## config.mk

```make
export PLATFORM = sky130hd
export DESIGN_NAME = adv7393_fetch_sched
export DESIGN_NICKNAME = d
export VERILOG_FILES = /design/src/rtl/adv7393_fetch_sched_pkg.sv /design/src/rtl/adv7393_fetch_sched_slot.sv /design/src/rtl/adv7393_fetch_sched.sv
export SDC_FILE = /design/constraint.sdc
export NUM_CORES = 1
export LEC_CHECK = 0
export CAP_MARGIN = 20
export CORE_ASPECT_RATIO = 1.25
export CORE_MARGIN = 1.5
export CORE_UTILIZATION = 42
export CTS_BUF_LIST = sky130_fd_sc_hd__clkbuf_16
export DETAILED_ROUTE_END_ITERATION = 10
export PLACE_DENSITY = 0.79
export REMOVE_ABC_BUFFERS = 1
export SLEW_MARGIN = 5
export SYNTH_ARGS = -nofsm -noshare
export SYNTH_HDL_FRONTEND = slang
export SYNTH_SLANG_ARGS = --single-unit
```

## constraint.sdc

```tcl
create_clock -name aclk -period 4.6 [get_ports aclk]
set_input_delay 0.69 -clock aclk [delete_from_list [all_inputs] [get_ports aclk]]
set_output_delay 0.69 -clock aclk [all_outputs]
set_load 0.005 [all_outputs]
```

## src/rtl/adv7393_fetch_sched_pkg.sv

```systemverilog
// ---------------------------------------------------------------------------
// adv7393_fetch_sched_pkg
// Shared types, constants and window/address helpers for the ADV7393
// line-fetch scheduler and its slot tracker.
//   LineActInterval_t  : [start, stop) active-line window
//   SchedState_t       : scheduler FSM states
//   frame_align_center : vertically centred window of a frame in a standard
//   frame_base         : byte base of the front or back frame buffer
//   line_offset        : byte offset of a line inside a frame buffer
// ---------------------------------------------------------------------------
package adv7393_fetch_sched_pkg;

  localparam int          LINES_CNT_W       = $clog2(625);
  localparam logic [31:0] LINE_STEP         = 32'h1000;
  localparam int          PIXELS_PER_SYMBOL = 4;

  // Black level (Y=0x10, Cb/Cr=0x80) the output stage drives for blank slots
  localparam logic [15:0] blank_val         = 16'h1080;

  typedef struct packed {
    logic [31:0] start;
    logic [31:0] stop;
  } LineActInterval_t;

  typedef enum logic [2:0] {
    IDLE,
    CALC,
    ISSUE,
    WAIT,
    BLANK
  } SchedState_t;

  // A frame taller than the standard is clipped to the standard's lines,
  // starting at the top; otherwise it is centred with the odd line at the bottom.
  function automatic LineActInterval_t frame_align_center(
    input logic [31:0] active_lines,
    input logic [31:0] lines
  );
    LineActInterval_t r;
    if (lines > active_lines) begin
      r.start = 32'd0;
      r.stop  = active_lines;
    end else begin
      r.start = (active_lines - lines) >> 1;
      r.stop  = r.start + lines;
    end
    return r;
  endfunction

  function automatic logic [31:0] frame_base(
    input logic [31:0] base,
    input logic        sel,
    input logic [31:0] lines,
    input logic [31:0] step
  );
    return sel ? (base + lines * step) : base;
  endfunction

  function automatic logic [31:0] line_offset(
    input logic [31:0] idx,
    input logic [31:0] start,
    input logic [31:0] step
  );
    return (idx - start) * step;
  endfunction

endpackage

```

## src/rtl/adv7393_fetch_sched_slot.sv

```systemverilog
// ---------------------------------------------------------------------------
// adv7393_slot_tracker
// Ping-pong line-buffer slot bookkeeping: ready/blank flags per slot and the
// write-slot pointer.
//   aclk, aresetn  : clock, asynchronous active-low reset
//   set_i          : mark slot wr_slot as filled (and advance the pointer)
//   blank_i        : with set_i, the filled line is blank
//   wr_rst_i       : force the write pointer back to slot 0 (frame boundary)
//   release_i[1:0] : output stage frees a slot
//   slot_ready_o   : slot holds a line for the output stage
//   slot_blank_o   : slot's line is blank
//   wr_slot_o      : slot the next serviced line goes into
// ---------------------------------------------------------------------------
module adv7393_slot_tracker (
  input  logic       aclk,
  input  logic       aresetn,
  input  logic       set_i,
  input  logic       blank_i,
  input  logic       wr_rst_i,
  input  logic [1:0] release_i,
  output logic [1:0] slot_ready_o,
  output logic [1:0] slot_blank_o,
  output logic       wr_slot_o
);

  logic [1:0] ready_q, ready_d;
  logic [1:0] blank_q, blank_d;
  logic       wr_slot_q, wr_slot_d;

  always_comb begin
    ready_d   = ready_q;
    blank_d   = blank_q;
    wr_slot_d = wr_slot_q;
    for (int i = 0; i < 2; i++) begin
      // A fill landing in the same cycle as a release of that slot wins
      if (set_i && (wr_slot_q == 1'(i))) begin
        ready_d[i] = 1'b1;
        blank_d[i] = blank_i;
      end else if (release_i[i]) begin
        ready_d[i] = 1'b0;
        blank_d[i] = 1'b0;
      end
    end
    // The frame-boundary rewind overrides the post-fill toggle
    if (wr_rst_i) begin
      wr_slot_d = 1'b0;
    end else if (set_i) begin
      wr_slot_d = ~wr_slot_q;
    end
  end

  always_ff @(posedge aclk or negedge aresetn) begin
    if (!aresetn) begin
      ready_q   <= 2'b00;
      blank_q   <= 2'b00;
      wr_slot_q <= 1'b0;
    end else begin
      ready_q   <= ready_d;
      blank_q   <= blank_d;
      wr_slot_q <= wr_slot_d;
    end
  end

  assign slot_ready_o = ready_q;
  assign slot_blank_o = blank_q;
  assign wr_slot_o    = wr_slot_q;

endmodule

```

## src/rtl/adv7393_fetch_sched.sv

```systemverilog
// ---------------------------------------------------------------------------
// adv7393_fetch_sched
// Line-fetch scheduler for the ADV7393 output path. Each line request either
// issues one AXI line-read command into a ping-pong slot or marks the slot
// blank when the line lies outside the vertically centred active window.
// The front/back frame-buffer select is latched only at frame start.
//
// Optional feature macro: ADV7393_SCHED_STATS_EN adds underrun_cnt
// (saturating) and lines_fetched (wrapping) counters, cleared on frame_start.
//
// Ports:
//   aclk, aresetn          : clock, asynchronous active-low reset
//   cfg_base/lines/line_len/active_lines : buffer and frame geometry
//   fb_sel_req, frame_start : buffer select request, frame boundary pulse
//   line_req, line_idx     : next-line request and its active-line index
//   cmd_valid/ready/addr/beats/slot : read command handshake to the reader
//   rd_done                : reader finished writing the slot
//   slot_ready, slot_blank, slot_release : slot status / free from output
//   fb_sel                 : frame buffer in use
//   underrun               : pulse when a line request is dropped
// ---------------------------------------------------------------------------
module adv7393_fetch_sched #(
  parameter int          LINES_CNT_W       = $clog2(625),
  parameter logic [31:0] LINE_STEP         = 32'h1000,
  parameter int          PIXELS_PER_SYMBOL = 4,
  parameter int          SLOTS             = 2
) (
  input  logic                   aclk,
  input  logic                   aresetn,
  input  logic [31:0]            cfg_base,
  input  logic [31:0]            cfg_lines,
  input  logic [31:0]            cfg_line_len,
  input  logic [31:0]            cfg_active_lines,
  input  logic                   fb_sel_req,
  input  logic                   frame_start,
  input  logic                   line_req,
  input  logic [LINES_CNT_W-1:0] line_idx,
  output logic                   cmd_valid,
  input  logic                   cmd_ready,
  output logic [31:0]            cmd_addr,
  output logic [15:0]            cmd_beats,
  output logic                   cmd_slot,
  input  logic                   rd_done,
  output logic [1:0]             slot_ready,
  output logic [1:0]             slot_blank,
  input  logic [1:0]             slot_release,
  output logic                   fb_sel,
  output logic                   underrun
`ifdef ADV7393_SCHED_STATS_EN
  ,
  output logic [15:0]            underrun_cnt,
  output logic [15:0]            lines_fetched
`endif
);

  import adv7393_fetch_sched_pkg::*;

  // The slot tracker is a hard ping-pong pair
  if (SLOTS != 2) begin : g_slots_chk
    $error("adv7393_fetch_sched: SLOTS must be 2");
  end

  SchedState_t            state_q;
  logic [LINES_CNT_W-1:0] idx_q;
  logic                   cmd_valid_q;
  logic [31:0]            cmd_addr_q;
  logic [15:0]            cmd_beats_q;
  logic                   cmd_slot_q;
  logic                   fb_sel_q;
  logic                   underrun_q;
  logic                   wr_rst_pend_q;

  LineActInterval_t       win_c;
  logic [31:0]            idx_ext_c;
  logic                   in_win_c;
  logic [31:0]            addr_c;
  logic                   wr_slot;
  logic                   slot_busy_c;
  logic                   drop_c;
  logic                   to_idle_c;
  logic                   set_c;
  logic                   blank_c;
  logic                   wr_rst_c;

  function automatic logic [15:0] beats_of(input logic [31:0] len);
    return 16'(len / PIXELS_PER_SYMBOL);
  endfunction

  // Window and address are combinational off the captured index and
  // registered at the end of CALC; LINE_STEP is a power of two so the
  // multiplies collapse to shifts.
  always_comb begin
    win_c     = frame_align_center(cfg_active_lines, cfg_lines);
    idx_ext_c = 32'(idx_q);
    in_win_c  = (idx_ext_c >= win_c.start) && (idx_ext_c < win_c.stop);
    addr_c    = frame_base(cfg_base, fb_sel_q, cfg_lines, LINE_STEP)
              + line_offset(idx_ext_c, win_c.start, LINE_STEP);
  end

  // A frame_start seen in IDLE rewinds the pointer in the same edge, so the
  // occupancy check must look at slot 0 rather than the stale pointer.
  always_comb begin
    slot_busy_c = slot_ready[frame_start ? 1'b0 : wr_slot];
    drop_c      = line_req && ((state_q != IDLE) || slot_busy_c);
    to_idle_c   = ((state_q == WAIT) && rd_done) || (state_q == BLANK);
    // Blank fills are committed on entry to BLANK so they appear two
    // cycles after the request, like the command.
    set_c       = ((state_q == CALC) && !in_win_c) || ((state_q == WAIT) && rd_done);
    blank_c     = (state_q == CALC);
    wr_rst_c    = frame_start && (state_q == IDLE);
    if (to_idle_c && (wr_rst_pend_q || frame_start)) begin
      wr_rst_c = 1'b1;
    end
  end

  always_ff @(posedge aclk or negedge aresetn) begin
    if (!aresetn) begin
      state_q       <= IDLE;
      idx_q         <= '0;
      cmd_valid_q   <= 1'b0;
      cmd_addr_q    <= 32'd0;
      cmd_beats_q   <= 16'd0;
      cmd_slot_q    <= 1'b0;
      fb_sel_q      <= 1'b0;
      underrun_q    <= 1'b0;
      wr_rst_pend_q <= 1'b0;
    end else begin
      underrun_q <= drop_c;

      if (frame_start) begin
        fb_sel_q <= fb_sel_req;
      end

      if (to_idle_c) begin
        wr_rst_pend_q <= 1'b0;
      end else if (frame_start && (state_q != IDLE)) begin
        wr_rst_pend_q <= 1'b1;
      end

      case (state_q)
        IDLE: begin
          if (line_req && !slot_busy_c) begin
            idx_q   <= line_idx;
            state_q <= CALC;
          end
        end
        CALC: begin
          if (in_win_c) begin
            cmd_addr_q  <= addr_c;
            cmd_beats_q <= beats_of(cfg_line_len);
            cmd_slot_q  <= wr_slot;
            cmd_valid_q <= 1'b1;
            state_q     <= ISSUE;
          end else begin
            state_q <= BLANK;
          end
        end
        ISSUE: begin
          if (cmd_ready) begin
            cmd_valid_q <= 1'b0;
            state_q     <= WAIT;
          end
        end
        WAIT: begin
          if (rd_done) begin
            state_q <= IDLE;
          end
        end
        BLANK: begin
          state_q <= IDLE;
        end
        default: begin
          state_q <= IDLE;
        end
      endcase
    end
  end

`ifdef ADV7393_SCHED_STATS_EN
  logic [15:0] underrun_cnt_q;
  logic [15:0] lines_fetched_q;

  always_ff @(posedge aclk or negedge aresetn) begin
    if (!aresetn) begin
      underrun_cnt_q  <= 16'd0;
      lines_fetched_q <= 16'd0;
    end else if (frame_start) begin
      underrun_cnt_q  <= 16'd0;
      lines_fetched_q <= 16'd0;
    end else begin
      if (drop_c && (underrun_cnt_q != 16'hFFFF)) begin
        underrun_cnt_q <= underrun_cnt_q + 16'd1;
      end
      if (cmd_valid_q && cmd_ready) begin
        lines_fetched_q <= lines_fetched_q + 16'd1;
      end
    end
  end

  assign underrun_cnt  = underrun_cnt_q;
  assign lines_fetched = lines_fetched_q;
`endif

  adv7393_slot_tracker u_slots (
    .aclk         (aclk),
    .aresetn      (aresetn),
    .set_i        (set_c),
    .blank_i      (blank_c),
    .wr_rst_i     (wr_rst_c),
    .release_i    (slot_release),
    .slot_ready_o (slot_ready),
    .slot_blank_o (slot_blank),
    .wr_slot_o    (wr_slot)
  );

  assign cmd_valid = cmd_valid_q;
  assign cmd_addr  = cmd_addr_q;
  assign cmd_beats = cmd_beats_q;
  assign cmd_slot  = cmd_slot_q;
  assign fb_sel    = fb_sel_q;
  assign underrun  = underrun_q;

endmodule

```

# After elaboration in Yosys (flattened, before gate mapping)
# Cells that the tools add are included.
dict set report totals {
  register_bits 71
  latch_bits 0
  ramBits 0
  mem_bits_ro 0
  in_bits 147
  output_inout_bits 56
  word_cells 83
  n_memories 0
}
dict set report classes {
  add_sub_neg 5
  mul 0
  div_mod_pow 0
  n_lt_le_gt_ge 4
  n_eq_ne 8
  shift 0
  n_mux 24
  bitwise 1
  n_reduce_logical 27
}
# cell count
set op_table {}
lappend op_table {{$add A32 B32 Y32} 2}
lappend op_table {{$mux W63} 1}
lappend op_table {{$add A31 B32 Y32} 1}
lappend op_table {{$gt A32 B32 Y1} 1}
lappend op_table {{$lt A10 B32 Y1} 1}
lappend op_table {{$mux W32} 1}
lappend op_table {{$sub A32 B32 Y32} 1}
lappend op_table {{$ge A10 B31 Y1} 1}
lappend op_table {{$sub A10 B20 Y20} 1}
lappend op_table {{$mux W1} 16}
lappend op_table {{$mux W3} 4}
lappend op_table {{$pmux W3 S4} 1}
lappend op_table {{$logic_and A1 B1 Y1} 10}
lappend op_table {{$reduce_bool A2 Y1} 5}
lappend op_table {{$eq A3 B2 Y1 const B} 2}
lappend op_table {{$ne A2 B2 Y1 const B} 3}
lappend op_table {{$reduce_and A3 Y1} 2}
lappend op_table {{$logic_or A1 B1 Y1} 4}
lappend op_table {{$reduce_and A2 Y1} 2}
lappend op_table {{$eq A3 B1 Y1 const B} 1}
lappend op_table {{$eq A3 B3 Y1 const B} 1}
lappend op_table {{$logic_not A3 Y1} 1}
lappend op_table {{$reduce_bool A3 Y1} 1}
lappend op_table {{$logic_not A1 Y1} 2}
lappend op_table {{4 further kinds} 4}

# Logic depth before layout (Yosys ltp)
# Gate-level depths: netlist of the first run.
dict set report logic_depth {
  word_depth 10
  ltp_mapped 32
  depth_no_buf 30
}

# Modules after synthesis
# A second synthesis of the first run with hierarchy kept.
dict set report unflattened {
  hier_cells 1166
  area_unflattened_um2 9618.0
}
# mod instances cells_per_inst area_each_um2 seq_area_each_um2
set by_module_without_submodules {}
lappend by_module_without_submodules {adv7393_fetch_sched 1 1149 9401.5 1651.6}
lappend by_module_without_submodules {adv7393_slot_tracker 1 17 216.5 125.1}

# Worst setup path after synthesis of the first run
# Ideal clock, no wire load.
dict set report synth_path {
  path_kind {input to register}
  start {input cfg_lines[0]}
  end {register cmd_addr_q[31] (netlist: cmd_addr[31])}
  setup_time_ps 125
  arrival_ps 6995
  required_time_ps 4475
  slack_ps -2520
  stages 30
  n_path_buf 2
  cell_sequence {nor2b_1 -> fa_1 -> nand2b_1 -> a21oi_1 -> o2111ai_1 -> a31o_2 -> o21a_1 -> nand2_1 -> clkbuf_1 -> clkbuf_1 -> nand2_1 -> ha_1 -> nor2b_1 -> o21ai_0 -> a21boi_0 -> o31ai_1 -> nand2b_1 -> a21o_1 -> a21o_1 -> a21oi_1 -> xnor2_1 -> ha_1 -> o31a_1 -> a31oi_1 -> o21ai_0 -> a21o_1 -> a31oi_1 -> xor3_1 -> xnor2_1 -> mux2_2}
}
dict set report synth_between {
  elab_chain_len 6
  word_cells_on_any_way 12
  classes_between {add/sub (5); order compare (3); mux (2); reduce/logical (2)}
}
# element line
set synth_rtl {}
lappend synth_rtl {{start, declared} adv7393_fetch_sched.sv:31} ;# input logic [31:0] cfg_lines,
lappend synth_rtl {{$sub A32 B32 Y32} adv7393_fetch_sched_pkg.sv:44} ;# r.start = (active_lines - lines) >> 1;
lappend synth_rtl {{$add A31 B32 Y32} adv7393_fetch_sched_pkg.sv:45} ;# r.stop = r.start + lines;
lappend synth_rtl {{$mux W63} adv7393_fetch_sched_pkg.sv:40} ;# if (lines > active_lines) begin
lappend synth_rtl {{$lt A10 B32 Y1} adv7393_fetch_sched.sv:95} ;# in_win_c = (idx_ext_c >= win_c.start) && (idx_ext_c < win_c.stop);
lappend synth_rtl {{$logic_and A1 B1 Y1} adv7393_fetch_sched.sv:95}
lappend synth_rtl {{$reduce_and A2 Y1 (no line)} -}
lappend synth_rtl {{end signal, assigned} adv7393_fetch_sched.sv:149} ;# cmd_addr_q <= addr_c;
lappend synth_rtl {{end, declared} adv7393_fetch_sched.sv:66} ;# logic [31:0] cmd_addr_q;
# Parallel ways exist; a longest one is shown, timed or not.
# A chain may end at the register's enable or synchronous reset.

# Worst setup path in the final report of the first run
dict set report layout_path {
  start {input cfg_active_lines[26]}
  end {register cmd_beats_q[15] (netlist: cmd_beats[15])}
}
dict set report layout_between {
  elab_chain_len 6
  word_cells_on_any_way 8
  classes_between {add/sub (2); order compare (3); mux (1); reduce/logical (2)}
}
# element line
set layout_rtl {}
lappend layout_rtl {{start, declared} adv7393_fetch_sched.sv:33} ;# input logic [31:0] cfg_active_lines,
lappend layout_rtl {{$sub A32 B32 Y32} adv7393_fetch_sched_pkg.sv:44}
lappend layout_rtl {{$add A31 B32 Y32} adv7393_fetch_sched_pkg.sv:45}
lappend layout_rtl {{$mux W63 (*)} adv7393_fetch_sched_pkg.sv:40}
lappend layout_rtl {{$lt A10 B32 Y1} adv7393_fetch_sched.sv:95}
lappend layout_rtl {{$logic_and A1 B1 Y1 (*)} adv7393_fetch_sched.sv:95}
lappend layout_rtl {{$reduce_and A2 Y1 (no line) (*)} -}
lappend layout_rtl {{end signal, assigned} adv7393_fetch_sched.sv:150} ;# cmd_beats_q <= beats_of(cfg_line_len);
lappend layout_rtl {{end, declared} adv7393_fetch_sched.sv:67} ;# logic [15:0] cmd_beats_q;
# Mark *: on every way between the ends. The rest lies on a longest branch, timed or not.

==> flow_summary.json, run 1 <==
{
  "outcome": "complete, but fails checks",
  "violations": "setup timing",
  "wl_per_cell_um": 23.8,
  "grt.overflow.total": 0,
  "relSlewSlack_pct": 26.5,
  "post-dp-hpwl_um": 30500,
  "cts_buffers": 9,
  "critical_path_class": "in2reg",
  "pwr-share-comb_pct": 80.7,
  "die-height_um": 175,
  "swShare_pct": 45.4,
  "critPathMaxFanout": 21,
  "cp_data_required_time_ns": 4.83,
  "synthXorXnorAreaFrac_pct": 6.50,
  "n_fill_cell": 1333,
  "worst_setup_path_start_kind": "input port",
  "drc": 0,
  "ys_seq_area_share_pct": 17.9,
  "max_freq_mhz": 158,
  "cts_tree": "done",
  "critical-path-slowest-cell": "nand4b_1",
  "p_int_w": 0.00556,
  "syn_inst": 1222,
  "cp_top_family": "buffers and inverters",
  "layout.nets": 2137,
  "drive_gt1_share_pct": 44.3,
  "antenna_found_initial": 0,
  "synth_top_area_share_pct": 17.9,
  "cpMostUsedCell": "buf_4",
  "reg2reg_slack_ns": 0.16,
  "hp-class": "in2async",
  "cts.sinks": 71,
  "vias": 13600,
  "synth_ff_type": "dfrtp_1",
  "max_stage_delay_ns": 0.47,
  "numPlacedInstances": 2078,
  "firstDrtPassIters": 6,
  "dpl-instance-area_um2": 15100,
  "synth_mux_area_share_pct": 9.06,
  "r2r-end": "cmd_beats[15]$_DFFE_PN0P_",
  "clockPowerShare_pct": 7.2,
  "synth-simple-area-share_pct": 18.9,
  "startpoint": "cfg_active_lines[26]",
  "instances_no_fill": 2159,
  "first_global_vias": 13400,
  "crit_arrival_ns": 6.57,
  "pre_cts_slack_ns": -2.55,
  "start_util_pct": 42.9,
  "synth_common_cells": "ha_1, a21oi_1, nand2_1",
  "rsz0062_at_grt": "yes",
  "wirelength_um": 51300,
  "endpoint_kind": "flip-flop",
  "via_per_inst": 6.31,
  "gp_congestion": 1.07,
  "ys_ff_latch": 71,
  "ios": 203,
  "drt_iter0_markers": 1174,
  "synth.avg_cell_area_um2": 8.12,
  "synth_edf_count": 0,
  "power.density_nw_per_um2": 579,
  "cp_num_buf_inv": 9,
  "grt_max_degree": 72,
  "leakage_nw": 8.04,
  "design_area_um2": 17600,
  "ir_drop_uv": 682,
  "cap_violations": 0,
  "hold_violations": 0,
  "fin_crit_ns": 6.34,
  "die_w_um": 141,
  "io_buffers": 186,
  "synth_compound_area_share_pct": 26.2,
  "syn2layout_area_growth_pct": 77.3,
  "setup_tns_ns": -92.14,
  "min_period_over_period_pct": 138,
  "report.final.slew_viol_count": 0,
  "layout_setup_ws_ns": -1.74,
  "tightest_slew_ns": 1.09,
  "cts-root-buf": "clkbuf_16",
  "fin_skew_ns": 0.0120,
  "r2r_start": "idx_q[0]$_DFFE_PN0P_",
  "grt_first_pass_wirelength_um": 69700,
  "htree_levels": 3,
  "synth_largest_area_cell": "dfrtp_1",
  "synth_top_family_by_area": "compound AO/OA/AOI/OAI gates",
  "synth.distinct_cells": 80,
  "p_switching_w": 0.00463,
  "cts_buffer_depth": 2,
  "final_util_pct": 76.1,
  "synth_most_common_cell": "ha_1",
  "antenna_cells": 0,
  "dieArea_um2": 24600,
  "reg2reg_depth": 19,
  "rows": 62,
  "grt_use_total_pct": 35.5,
  "synthAdderAreaFrac_pct": 16.0,
  "clkLatencyLatePin_ns": 0.36,
  "finalSetupViolCount": 57,
  "synth.cell_area_um2": 9930,
  "synth_warnings": 0,
  "clk_pin_slew_ns": 0.08,
  "synth_area_leaders": "dfrtp_1, ha_1, mux2_2",
  "async_reset_ff_share_pct": 100,
  "ant_nets": 0,
  "core_um2": 23100,
  "p_seq_share_pct": 12.1
}
through the flow:
stage / hold slack (ns) / total power (W)
final: 0.466 / 0.0102
after global routing: 0.531 / 0.0106
after CTS: 0.490 / 0.00888
after detailed placement: 0.495 / 0.00729
after global placement: 0.489 / 0.00712
after floorplan: 0.394 / 0.00438
placed cells by master (no fill, tap or decap), types with 19 or more instances in the layout:
cell type,count
o21ai_0,46
a21o_1,33
xnor2_1,43
nand2_1,80
a21oi_2,30
clkdlybuf4s50_1,136
ha_1,78
nor2_1,73
o21a_1,22
nand3_1,30
mux2_2,57
a21oi_1,68
dfrtp_1,71
nand4_1,19
inv_1,71
a211oi_1,19
buf_6,24
buf_4,458
ha_4,35
final cells by class:
type                    count  area [um^2]  share of cell area (%)
multi-input cells        1022         9110                    51.7
clock buffers               9          225                    1.28
inverters                  88          338                    1.92
well taps                 288          360                    2.05
repair buffers            674         5720                    32.5
clock inverters             7         73.8                   0.419
flip-flops and latches     71         1780                    10.1
logic make-up after synthesis:
| group | after synthesis |
|---|---|
| flops | 71 |
| fa+ha+maj | 124 |
| mux | 78 |
| xor+xnor | 72 |
| compound gates | 382 |
| simple gates | 366 |
| buf+inv | 129 |
layer usage:
layer	up-vias	track usage (%)	share of wire, %
met5	-	0	0
met4	0	21.8	10
met3	427	5.97	8.7
met2	995	63.8	47
met1	6363	38.9	34
li1	5840	-	-
how the worst max path moves through the flow:
stage	to	slack (ns)	cells after the start
6_report	cmd_beats[15]$_DFFE_PN0P_	-1.74	27
5_1_grt	cmd_beats[15]$_DFFE_PN0P_	-1.82	27
3_3_place_gp	cmd_addr[15]$_DFFE_PN0P_	-2.45	24
4_1_cts	cmd_beats[0]$_DFFE_PN0P_	-1.33	26
2_1_floorplan	cmd_addr[0]$_DFFE_PN0P_	-2.78	21
3_5_place_dp	cmd_addr[31]$_DFFE_PN0P_	-2.55	32
flip-flops by register name, indices dropped and copies added (netlist names):
name                  count
cmd_addr                 32
cmd_beats                16
cmd_slot                  1
cmd_valid                 1
fb_sel                    1
idx_q                    10
state_q                   3
u_slots.slot_blank_o      2
u_slots.slot_ready_o      2
u_slots.wr_slot_o         1
underrun                  1
wr_rst_pend_q             1
power groups by stage:
stage / clock network (W) / registers [W] / logic, W
detailed placement: 0 / 0.00117 / 0.00612
global route: 0.000757 / 0.00125 / 0.00857
CTS: 0.000714 / 0.00118 / 0.00700
global placement: 0 / 0.00115 / 0.00597
finish: 0.000733 / 0.00124 / 0.00822
floorplan: 0 / 0.00114 / 0.00324
timing repair:
action / CTS / global route
gates resized for setup: 299 / 143
buffers inserted: 43 / 18
cloned: 5 / 2
hold buffers: 0 / 0
pin swaps: 123 / 100
setup endpoints to repair: 57 / 57
endpoints found under the hold margin: 0 / 0
Note: power is estimated with default switching activity, not from simulation.
==> run 2: changes to the inputs <==
--- a/config.mk
+++ b/config.mk
@@ -9,7 +9,6 @@
 export CORE_ASPECT_RATIO = 1.25
 export CORE_MARGIN = 1.5
 export CORE_UTILIZATION = 42
-export CTS_BUF_LIST = sky130_fd_sc_hd__clkbuf_16
 export DETAILED_ROUTE_END_ITERATION = 10
 export PLACE_DENSITY = 0.79
 export REMOVE_ABC_BUFFERS = 1
==> results of run 2 <==
The final DEF is identical to that of run 1; final timing and power are the same.
==> run 3: changes to the inputs <==
--- a/config.mk
+++ b/config.mk
@@ -5,10 +5,12 @@
 export SDC_FILE = /design/constraint.sdc
 export NUM_CORES = 1
 export LEC_CHECK = 0
+export ABC_AREA = 1
 export CAP_MARGIN = 20
 export CORE_ASPECT_RATIO = 1.25
 export CORE_MARGIN = 1.5
 export CORE_UTILIZATION = 42
+export CTS_CLUSTER_DIAMETER = 100
 export DETAILED_ROUTE_END_ITERATION = 10
 export PLACE_DENSITY = 0.79
 export REMOVE_ABC_BUFFERS = 1
==> run 3 against run 2 <==
Net effect: the run still ends with setup timing left; cell count up 25%; global-route usage up 4.0 points; synthesized cell count up 36%; fmax up 22%; non-clock buffer count up 37; worst setup slack better by 1.1 ns; die area up 3.8%.
==> flow_summary.json, run 3 <==
{
  "layout.nets": 2634,
  "crit_arrival_ns": 5.40,
  "hold_ws_ns": 0.462,
  "ys_seq_area_share_pct": 17.2,
  "cts.sinks": 71,
  "drt_iter0_markers": 1171,
  "worst_setup_path_start_kind": "input port",
  "die_w_um": 143,
  "synth_edf_count": 0,
  "tightest_slew_ns": 0.924,
  "grt_max_degree": 72,
  "synth_common_cells": "nand2_1, inv_1, nor2_1",
  "rsz0062_at_grt": "yes",
  "wl_per_cell_um": 19.9,
  "design_area_um2": 18300,
  "synthAdderAreaFrac_pct": 15.4,
  "synth_most_common_cell": "nand2_1",
  "synthXorXnorAreaFrac_pct": 5.95,
  "synth-simple-area-share_pct": 33.6,
  "vias": 15100,
  "fin_skew_ns": 0.0110,
  "grt_use_total_pct": 39.5,
  "synth_warnings": 0,
  "syn_inst": 1661,
  "wirelength_um": 53700,
  "synth.cell_area_um2": 10300,
  "io_buffers": 186,
  "leakage_nw": 9.27,
  "antenna_cells": 0,
  "finalSetupViolCount": 56,
  "critical-path-slowest-cell": "ha_1",
  "hp-class": "in2async",
  "clkLatencyLatePin_ns": 0.35,
  "synth_largest_area_cell": "nand2_1",
  "synth.distinct_cells": 52,
  "synth_top_family_by_area": "simple AND/OR/NAND/NOR gates",
  "power.density_nw_per_um2": 501,
  "dieArea_um2": 25500,
  "hold_violations": 0,
  "relSlewSlack_pct": 38.4,
  "clk_pin_slew_ns": 0.06,
  "die-height_um": 178,
  "start_util_pct": 43.2,
  "ant_nets": 0,
  "layout_common_cells": "buf_4, nand2_1, inv_1",
  "cap_violations": 0,
  "ir_drop_uv": 322,
  "outcome": "complete, but fails checks",
  "dpl-instance-area_um2": 15900,
  "layout_commonest_cell": "buf_4",
  "gp_congestion": 1.13,
  "reg2reg_depth": 21,
  "endpoint_kind": "flip-flop",
  "synth_ff_type": "dfrtp_1",
  "synth_mux_area_share_pct": 0.983,
  "first_global_vias": 15100,
  "cts-root-buf": "clkbuf_16",
  "critPathMaxFanout": 5,
  "n_fill_cell": 1643,
  "cts_tree": "done",
  "fin_crit_ns": 5.20,
  "max_stage_delay_ns": 0.34,
  "final_util_pct": 76.7,
  "grt_first_pass_wirelength_um": 76700,
  "synth_compound_area_share_pct": 17.0,
  "htree_levels": 3,
  "violations": "setup timing",
  "async_reset_ff_share_pct": 100,
  "synth_top_area_share_pct": 17.3,
  "largest_reg_flops": 32,
  "core_um2": 23900,
  "max_freq_mhz": 192,
  "grt.overflow.total": 0,
  "ios": 203,
  "cts_buffer_depth": 2,
  "ys_ff_latch": 71,
  "firstDrtPassIters": 6,
  "antenna_found_initial": 1,
  "critical_path_class": "in2reg",
  "report.final.slew_viol_count": 0,
  "cpMostUsedCell": "nand2_1",
  "synth.avg_cell_area_um2": 6.21,
  "cts_hold_buf": 0,
  "drc": 0,
  "drive_gt1_share_pct": 39.5,
  "synth_area_leaders": "nand2_1, dfrtp_1, ha_1",
  "min_period_over_period_pct": 113,
  "via_per_inst": 5.61,
  "cp_data_required_time_ns": 4.81,
  "layout_setup_ws_ns": -0.596,
  "syn2layout_area_growth_pct": 77.7,
  "cts_buffers": 9,
  "post-dp-hpwl_um": 36600,
  "rows": 63
}
[run 3: metal layers]
metal  share of wire, %  GRT usage [%]  vias up
met5               0.12              0        -
met4                9.8           32.3        4
met3                9.1           7.92      358
met2                 47           70.0      954
met1                 34           39.8     6929
li1                   -              -     6871
[run 3: repair_timing]
item	CTS	global route
resized for setup	479	121
pin swaps	103	74
setup buffers	45	15
setup endpoints to repair	57	57
gates cloned	6	1
[run 3: cells by family after synthesis]
kind of cell / after synthesis
XOR/XNOR: 70
buffers and inverters: 257
flip-flops: 71
AND/OR/NAND/NOR: 816
adder cells (fa/ha/maj): 124
multiplexers: 9
AO/OA/AOI/OAI: 314
[run 3: final timing paths]
kind	start	to	slack, ns
min in group aclk	cmd_beats[12]$_DFFE_PN0P_	cmd_beats[12]$_DFFE_PN0P_	0.49
min	aresetn	cmd_addr[1]$_DFFE_PN0P_	0.46
min reg2reg	cmd_beats[12]$_DFFE_PN0P_	cmd_beats[12]$_DFFE_PN0P_	0.49
max in group asynchronous	aresetn	cmd_addr[28]$_DFFE_PN0P_	3.51
max reg2reg	idx_q[0]$_DFFE_PN0P_	cmd_addr[29]$_DFFE_PN0P_	0.65
max	cfg_active_lines[4]	cmd_beats[5]$_DFFE_PN0P_	-0.60
[run 3: area by class of cell]
cell class,instances,area [um^2],area share (%)
Clock buffer,9,225,1.23
Clock inverter,7,120,0.656
Inverter,235,887,4.84
Multi-Input combinational cell,1335,9090,49.6
Sequential cell,71,1780,9.70
Tap cell,325,407,2.22
Timing Repair Buffer,711,5810,31.7
[run 3: report_power, final]
group	switching (W)	total [W]	leakage (nW)	internal [W]
clock	0.000303	0.000835	0.166	0.000532
sequential	0.000147	0.000900	0.953	0.000753
combinational	0.00387	0.00744	8.15	0.00357
[run 3: metrics by stage]
step	TNS (ns)	setup WS [ns]	instances	total power, W
after CTS	-1.66	-0.292	2678	0.00825
after detailed placement	-74.20	-1.58	2613	0.00652
after global routing	-29.24	-0.898	2693	0.00962
after global placement	-68.21	-1.41	2613	0.00636
final	-19.37	-0.596	2693	0.00918
after floorplan	-14.94	-1.03	1639	0.00372
[run 3: worst max-delay path, delay by kind of cell]
family | cells | cell delay, ns
compound gates | 7 | 1.16
xor+xnor | 2 | 0.45
fa+ha+maj | 3 | 0.89
buf+inv | 6 | 0.89
simple gates | 10 | 1.28
